File: src/rtl/shifter_seq.sv
// shifter_seq: multi-cycle logarithmic barrel shifter, one mux stage reused
// over S = $clog2(N) cycles.
//
// Ports
//   clk, rst_n          rising-edge clock, async active-low reset
//   in_valid/in_ready   request handshake (in_ready high only in IDLE)
//   in_data  [N-1:0]    operand
//   in_shamt [S-1:0]    shift amount
//   in_op    [1:0]      00 SRL, 01 SLL, 10 SRA, 11 ROR
//   out_valid/out_ready result handshake (out_valid high only in DONE)
//   out_data [N-1:0]    working register, visible in every state
//
// Build option: define SHIFTER_SEQ_ROTATE_EN to build the rotate path.
// Without it op 11 is a logical right shift.

// Per-lane stage mux: picks the candidate of the active stage, or holds.
module shifter_seq_lane #(
  parameter int S = 5
) (
  input  logic         cur,
  input  logic [S-1:0] stg_on,
  input  logic [S-1:0] rc,
  input  logic [S-1:0] lc,
`ifdef SHIFTER_SEQ_ROTATE_EN
  input  logic [S-1:0] oc,
  input  logic         ror,
`endif
  input  logic         left,
  output logic         y
);
  always_comb begin
    y = cur;
    for (int kk = 0; kk < S; kk++) begin
      if (stg_on[kk]) begin
`ifdef SHIFTER_SEQ_ROTATE_EN
        if (ror) y = oc[kk];
        else
`endif
        y = left ? lc[kk] : rc[kk];
      end
    end
  end
endmodule

module shifter_seq #(
  parameter int N = 32,
  parameter int S = $clog2(N)
) (
  input  logic         clk,
  input  logic         rst_n,
  input  logic         in_valid,
  output logic         in_ready,
  input  logic [N-1:0] in_data,
  input  logic [S-1:0] in_shamt,
  input  logic [1:0]   in_op,
  output logic         out_valid,
  input  logic         out_ready,
  output logic [N-1:0] out_data
);
  typedef enum logic [1:0] {IDLE, BUSY, DONE} state_t;

  localparam logic [S-1:0] KLAST = S'(S - 1);

  state_t       state;
  logic [N-1:0] work, nxt;
  logic [S-1:0] shamt, k, stg_on;
  logic [1:0]   op;
  logic         sign, left, fill;

  assign left = (op == 2'b01);
  // Sign is taken from the operand at accept, not from the shifting register.
  assign fill = (op == 2'b10) & sign;

`ifdef SHIFTER_SEQ_ROTATE_EN
  logic ror;
  assign ror = (op == 2'b11);
`endif

  // One-hot enable: stage k is live only if its shamt bit is set.
  for (genvar kk = 0; kk < S; kk++) begin : g_on
    assign stg_on[kk] = shamt[kk] && (k == S'(kk));
  end

  // Candidate bits per lane and stage; distance 2^kk is constant here, so
  // out-of-range sources collapse to the fill value at elaboration.
  for (genvar i = 0; i < N; i++) begin : g_lane
    logic [S-1:0] rc, lc;
`ifdef SHIFTER_SEQ_ROTATE_EN
    logic [S-1:0] oc;
`endif
    for (genvar kk = 0; kk < S; kk++) begin : g_stg
      localparam int A = 1 << kk;
      if (i + A < N) begin : g_rin
        assign rc[kk] = work[i + A];
      end else begin : g_rout
        assign rc[kk] = fill;
      end
      if (i >= A) begin : g_lin
        assign lc[kk] = work[i - A];
      end else begin : g_lout
        assign lc[kk] = 1'b0;
      end
`ifdef SHIFTER_SEQ_ROTATE_EN
      // Rotate distance wraps modulo N for non-power-of-two widths.
      assign oc[kk] = work[(i + (A % N)) % N];
`endif
    end

    shifter_seq_lane #(.S(S)) u_lane (
      .cur    (work[i]),
      .stg_on (stg_on),
      .rc     (rc),
      .lc     (lc),
`ifdef SHIFTER_SEQ_ROTATE_EN
      .oc     (oc),
      .ror    (ror),
`endif
      .left   (left),
      .y      (nxt[i])
    );
  end

  assign in_ready = (state == IDLE);
  assign out_data = work;

  always_ff @(posedge clk or negedge rst_n) begin
    if (!rst_n) begin
      state     <= IDLE;
      k         <= '0;
      work      <= '0;
      shamt     <= '0;
      op        <= '0;
      sign      <= 1'b0;
      out_valid <= 1'b0;
    end else begin
      case (state)
        IDLE: if (in_valid) begin
          work  <= in_data;
          shamt <= in_shamt;
          op    <= in_op;
          sign  <= in_data[N-1];
          k     <= '0;
          state <= BUSY;
        end
        // No early-out: all S stages run even when shamt is zero.
        BUSY: begin
          work <= nxt;
          if (k == KLAST) begin
            state     <= DONE;
            out_valid <= 1'b1;
          end else begin
            k <= k + 1'b1;
          end
        end
        DONE: if (out_ready) begin
          state     <= IDLE;
          out_valid <= 1'b0;
        end
        default: state <= IDLE;
      endcase
    end
  end
endmodule
File: config.mk
export PLATFORM = sky130hd
export DESIGN_NAME = shifter_seq
export DESIGN_NICKNAME = d
export VERILOG_FILES = /design/src/rtl/shifter_seq.sv
export SDC_FILE = /design/constraint.sdc
export NUM_CORES = 1
export LEC_CHECK = 0
export BUFFER_PORTS_ARGS = -buffer_cell sky130_fd_sc_hd__buf_2
export CORE_ASPECT_RATIO = 0.75
export CORE_UTILIZATION = 49
export CTS_CLUSTER_SIZE = 28
export DETAILED_ROUTE_END_ITERATION = 10
export HOLD_SLACK_MARGIN = 0.03
export PLACE_DENSITY = 0.73
export SLEW_MARGIN = 40
export SYNTH_ARGS = -nofsm -noshare
export SYNTH_HDL_FRONTEND = slang
export SYNTH_SLANG_ARGS = --single-unit
export TNS_END_PERCENT = 30
File: constraint.sdc
create_clock -name clk -period 3.1 [get_ports clk]
set_input_delay 0.31 -clock clk [delete_from_list [all_inputs] [get_ports clk]]
set_output_delay 0.31 -clock clk [all_outputs]
set_load 0.03 [all_outputs]
==> metrics.yaml, run 1 <==
status:
  status: "complete, no violations"
logic_synthesis:
  syn_area_um2: 4280
  ys_types: 64
  synth.avg_cell_area_um2: 7.41
  ys_ff_latch: 48
  synth_nets: 625
  synth-main-ff-cell: "dfrtp_1"
  synthArstFlopShare_pct: 100
  seq_area_frac_synth_pct: 28.1
  ys_warn_count: 0
  synth_cells: 578
  synthTopCellsByArea: "dfrtp_1 (28%), nand2_1 (9.3%), a21oi_1 (6.9%)"
  synth_edf_count: 0
  yosysTopAreaCell: "dfrtp_1"
  synth_top_area_share_pct: 28.1
floorplan:
  coreArea_um2: 8450
  die_w_um: 110
  dieArea_um2: 9120
  die_h_um: 82.9
  io_pins: 77
  rows: 29
  start_util_pct: 50.6
final_layout:
  n_antenna_cell: 0
  area_growth_syn_to_layout_pct: 9.59
  seq_area_um2: 1200
  design_area_um2: 4690
  layout_common_cells: "nand2_1 (106), buf_2 (75), a21oi_1 (59)"
  fin_nets: 654
  drive_gt1_share_pct: 21.1
  stdcell_count: 716
  layout_commonest_cell: "nand2_1"
  num-fill-cells: 835
  multi_input_area_um2: 2630
clock_tree:
  numCtsBuffers: 5
  cts_hold_buf: 0
  clock-sinks: 48
  htree_levels: 2
  clkLatencyLatePin_ns: 0.30
  cts_root_buf: "clkbuf_16"
  cts_setup_buffers: 0
  clk_path_buf_depth: 2
  cts_tree: "built"
  clk_pin_slew_ns: 0.07
sta:
  skew_ns: 0.00652
  final.period_utilization_pct: 88.3
  setup_viol: 0
  rsz0062_at_grt: "no"
  finalSetupTns_ns: 0
  worstMarginPinSlew_ns: 0.898
  hold_viol: 0
  slew_violations: 0
  post-route-min-period_ns: 2.74
  slew_headroom_pct: 39.8
  fmax_mhz: 365
critical_path:
  reg2reg_slack_ns: 0.36
  cp_max_fo: 14
  cp-start-kind: "flip-flop"
  crit_top_cell: "o21ai_0"
  cp.required_ns: 3.27
  end_kind: "flip-flop"
  cp.arrival_ns: 2.90
  reg2regPathDepth: 9
  cp_top_family: "compound AO/OA/AOI/OAI gates"
  reg2reg_from: "k[0]"
  reg2reg_to: "out_data[27]"
  slowest_stage: "a2111oi_2"
  path_buf_inv: 2
  critPathMaxStageDelay_ns: 0.49
  critPathKind: "flip-flop to flip-flop"
  path_cells: "inv_1 -> ha_1 -> and4bb_2 -> nand2_1 -> buf_4 -> nor2_1 -> o21ai_0 -> a2111oi_2 -> o21ai_0"
min_path:
  worstHoldPathType: "input pin to asynchronous set/reset pin"
drt:
  routed_wl_um: 16800
  vias_per_cell: 6.97
  wl_per_cell_um: 23.4
  drt_iter0_drc: 649
  final_antenna_net_count: 0
  route.detailed.drc: 0
  dr.pass1.iters: 7
  num_vias: 4987
flow_run:
  max_cap_viol_count: 0
power:
  ir_drop_v: 0.000948
  powerDensity_nw_per_um2: 1440
  leakage_nw: 1.96
place:
  placed_area_um2: 4540
  port_buffers: 76
  hpwl_um: 12000
  dp.cells: 708
  gp_congestion: 1.03
global_routing:
  grt_pass1_vias: 4675
  grt_pass1_wl_um: 26700
  grt_max_degree: 49
  grt_usage_pct: 38.4
  antenna_found_initial: 1
  grt_remaining_overflow: 0
[worst max path at each step]
| stage | startpoint | endpoint | slack [ns] | depth (start not counted) |
|---|---|---|---|---|
| 6_report | k[0] | out_data[27] | 0.36 | 9 |
| 5_1_grt | k[0] | out_data[27] | 0.14 | 9 |
| 3_5_place_dp | k[0] | out_data[27] | 0.30 | 9 |
| 2_1_floorplan | k[2] | out_data[28] | 1.03 | 7 |
| 4_1_cts | k[0] | out_data[27] | 0.26 | 9 |
| 3_3_place_gp | k[0] | out_data[27] | 0.16 | 9 |
[state kept, by name, indices dropped and copies added, names as in the netlist]
register	flops
out_data	32
op	2
shamt	5
out_valid	1
sign	1
k	5
state	2
[area by class of cell]
type                            instances  share of cell area [%]
Clock buffer                            5                    2.67
Multi-Input combinational cell        449                    56.1
Tap cell                              108                    2.88
Clock inverter                          3                   0.400
Timing Repair Buffer                   98                    11.9
Inverter                                5                   0.400
Sequential cell                        48                    25.6
[power by group]
group,leakage [nW],switching (mW),total [mW],internal [mW]
registers,0.575,0.497,1.45,0.954
clock network,0.0736,0.268,0.567,0.299
logic,1.31,3.08,4.72,1.64
[worst reg2reg max path, cell delays in order (launching register included)]
cell       delay (ns)
dfrtp_1          0.43
inv_1            0.14
ha_1             0.23
and4bb_2         0.30
nand2_1          0.30
buf_4            0.32
nor2_1           0.12
o21ai_0          0.12
a2111oi_2        0.49
o21ai_0          0.16
[layer usage]
| metal | part of all wire (%) | global-route usage, % |
|---|---|---|
| met1 | 44 | 57.4 |
| met2 | 42 | 53.8 |
| met3 | 13 | 10.6 |
| met4 | 2.0 | 9.58 |
| met5 | 0.078 | 0 |
[per-stage QoR]
step	power (mW)	setup slack (ns)	utilization [%]	hold slack, ns
final	6.74	0.363	55.5	0.0325
after global routing	7.24	0.144	55.5	0.0890
after CTS	6.59	0.264	55.4	0.0599
after detailed placement	6.01	0.299	53.7	0.379
after global placement	5.99	0.161	53.7	0.516
after floorplan	4.87	1.03	-	0.0144
[cell families after synthesis]
| family | synth area share (%) |
|---|---|
| compound gates | 31.7 |
| xor+xnor | 0.409 |
| fa+ha+maj | 1.17 |
| buf+inv | 10.7 |
| flops | 28.1 |
| mux | 2.84 |
| simple gates | 25.1 |
[synthesized netlist by cell type (all sizes together) (10+ instances only)]
library cell,number
nor2,32
clkbuf,26
a21oi,60
nand4,10
nand2,106
and3,11
dfrtp,48
a31oi,13
o21ai,43
buf,50
nand3,29
and2,11
a311oi,13
a211oi,17
[what timing repair did]
item                       in CTS  in global routing
hold endpoints to repair        0                  0
gates resized for setup         0                  1
setup endpoints to repair       0                  1
Note: power is estimated with default switching activity, not from simulation.
==> run 2, diff against run 1 <==
- PLACE_DENSITY: 0.73 -> 0.71
- SYNTH_HIERARCHICAL: not set -> 1
==> run 2 against run 1 <==
  * Global-route usage fell by 9.4 points
  * Power rose by 33%
  * Worst setup slack improved by 0.24 ns
  * Final cell count rose by 31%
  * Core utilization rose by 1.3 points
  * First-iteration DRC count fell by 23%
  * Cell area rose by 49%
  * Register-to-register slack improved by 0.24 ns
  * Area after synthesis rose by 46%
  * Non-clock buffer count rose by 1
  * Largest cell class unchanged
==> metrics.yaml, run 2 <==
floorplan:
  die_w_um: 132
  die_h_um: 99.7
  coreArea_um2: 12300
  start_util_pct: 50.5
  rows: 35
  dieArea_um2: 13200
  io_pins: 77
global_routing:
  grt_usage_pct: 29.1
  grt_pass1_wl_um: 30600
  grt_remaining_overflow: 0
  grt_pass1_vias: 5674
  grt_max_degree: 97
  antenna_found_initial: 0
clock_tree:
  cts_hold_buf: 0
  cts_tree: "built"
  clk_path_buf_depth: 2
  clock-sinks: 48
  htree_levels: 2
  numCtsBuffers: 5
  cts_resized: 0
  cts_root_buf: "clkbuf_16"
  clkLatencyLatePin_ns: 0.30
  clk_pin_slew_ns: 0.08
  cts_setup_buffers: 0
sta:
  layout_setup_ws_ns: 0.600
  setup_viol: 0
  post-route-min-period_ns: 2.50
  finalSetupTns_ns: 0
  skew_ns: 0.00423
  rsz0062_at_grt: "no"
  final.period_utilization_pct: 80.6
  slew_violations: 0
  hold_viol: 0
  worstMarginPinSlew_ns: 0.731
  fmax_mhz: 400
  slew_headroom_pct: 51.3
critical_path:
  reg2regPathDepth: 10
  cp.arrival_ns: 2.66
  cp_max_fo: 96
  reg2reg_from: "k[1]"
  cp.required_ns: 3.26
  end_kind: "flip-flop"
  cp-start-kind: "flip-flop"
  reg2reg_slack_ns: 0.60
  reg2reg_to: "out_data[28]"
  critPathKind: "flip-flop to flip-flop"
power:
  powerDensity_nw_per_um2: 1280
  leakage_nw: 3.02
  ir_drop_v: 0.000707
logic_synthesis:
  yosysTopAreaCell: "dfrtp_1"
  ys_ff_latch: 48
  ys_warn_count: 6
  synthArstFlopShare_pct: 100
  yosysMostFrequentCell: "mux2i_1"
  synth-main-ff-cell: "dfrtp_1"
  synthTopCellsByArea: "dfrtp_1 (19%), mux2i_1 (15%), a211oi_2 (13%)"
  synth_cells: 681
  ys_types: 38
  syn_area_um2: 6230
  synth_top_area_share_pct: 19.3
  seq_area_frac_synth_pct: 19.3
  yosys-top-cells-count: "mux2i_1 (96), nand2_1 (90), nor2_1 (65), a211oi_2 (64), dfrtp_1 (48)"
  synth_edf_count: 0
  synth.avg_cell_area_um2: 9.15
place:
  hpwl_um: 11800
  port_buffers: 76
  preCtsSetupSlack_ns: 0.666
  gp_congestion: 0.860
drt:
  route.detailed.drc: 0
  final_antenna_net_count: 0
  vias_per_cell: 6.24
  wl_per_cell_um: 20.0
  num_vias: 5833
  dr.pass1.iters: 5
  routed_wl_um: 18700
  drt_iter0_drc: 501
final_layout:
  num-fill-cells: 1095
  area_growth_syn_to_layout_pct: 12.5
  drive_gt1_share_pct: 32.6
  fin_nets: 815
  layout_common_cells: "mux2i_1 (96), nand2_1 (90), buf_2 (76)"
  largest_register_ffs: 32
  layout_commonest_cell: "mux2i_1"
  n_antenna_cell: 0
min_path:
  worstHoldPathType: "input pin to asynchronous set/reset pin"
status:
  status: "complete, no violations"
flow_run:
  max_cap_viol_count: 0
run 2: cells by family (layout without fill, tap and decap cells):
logic type | Yosys count | count (layout) | share of synthesized area [%]
AND/OR/NAND/NOR | 215 | 215 | 16.3
adder cells (fa/ha/maj) | 4 | 4 | 0.803
buffers and inverters | 53 | 111 | 7.87
XOR/XNOR | 1 | 1 | 0.141
multiplexers | 160 | 160 | 28.9
AO/OA/AOI/OAI | 199 | 199 | 26.6
other | 1 | 31 | 0.0602
flip-flops | 48 | 48 | 19.3
run 2: cell type report:
class                           instances  area (um2)  area share, %
Timing Repair Buffer                   99         709           10.1
Inverter                                4        15.0          0.214
Tap cell                              166         208           2.96
Multi-Input combinational cell        610        4700           67.1
Sequential cell                        48        1200           17.1
Clock buffer                            5         125           1.78
Clock inverter                          3        47.5          0.678
run 2: how the worst max path moves through the flow:
stage / from / endpoint / slack [ns] / cells after the start
2_1_floorplan: k[1] / out_data[10] / -0.13 / 10
3_3_place_gp: k[1] / out_data[28] / 0.77 / 10
3_5_place_dp: k[0] / out_data[28] / 0.67 / 10
4_1_cts: k[0] / out_data[28] / 0.66 / 10
5_1_grt: k[0] / out_data[28] / 0.38 / 10
6_report: k[1] / out_data[28] / 0.60 / 10
run 2: report_power, final:
part | total [mW] | switching (mW) | internal, mW
sequential | 1.95 | 1.01 | 0.942
combinational | 6.33 | 3.37 | 2.96
clock | 0.672 | 0.287 | 0.385
run 2: stage by stage:
stage	utilization (%)	hold WS, ns	total power [mW]	instances	cell area, um2
after floorplan	-	0.0144	6.96	711	6370
after global placement	55.3	0.393	7.93	926	6820
after detailed placement	55.3	0.401	8.18	926	6820
after CTS	56.7	0.0726	8.87	934	7000
after global routing	56.8	0.103	9.55	935	7010
final	56.8	0.0610	8.96	935	7010
run 2: critical path, cell delays in order (launching register included):
cell and delay, ns:
dfrtp_1 0.44, inv_2 0.11, ha_4 0.14, nor4bb_4 0.44, and2_2 0.27, buf_12 0.35
nor3b_1 0.11, a21oi_1 0.20, o21ai_1 0.10, nor2_1 0.12, a31oi_1 0.05
run 2: per-layer routing:
layer  global-route usage, %  vias to the layer above  wire length [um]  share of wire [%]
met1                    40.7                     2835              8690                 46
met4                    8.13                        0               310                1.7
met2                    47.1                      256              8400                 45
li1                        -                     2715                 -                  -
met5                       0                        -                 0                  0
met3                    3.57                       27              1310                7.0
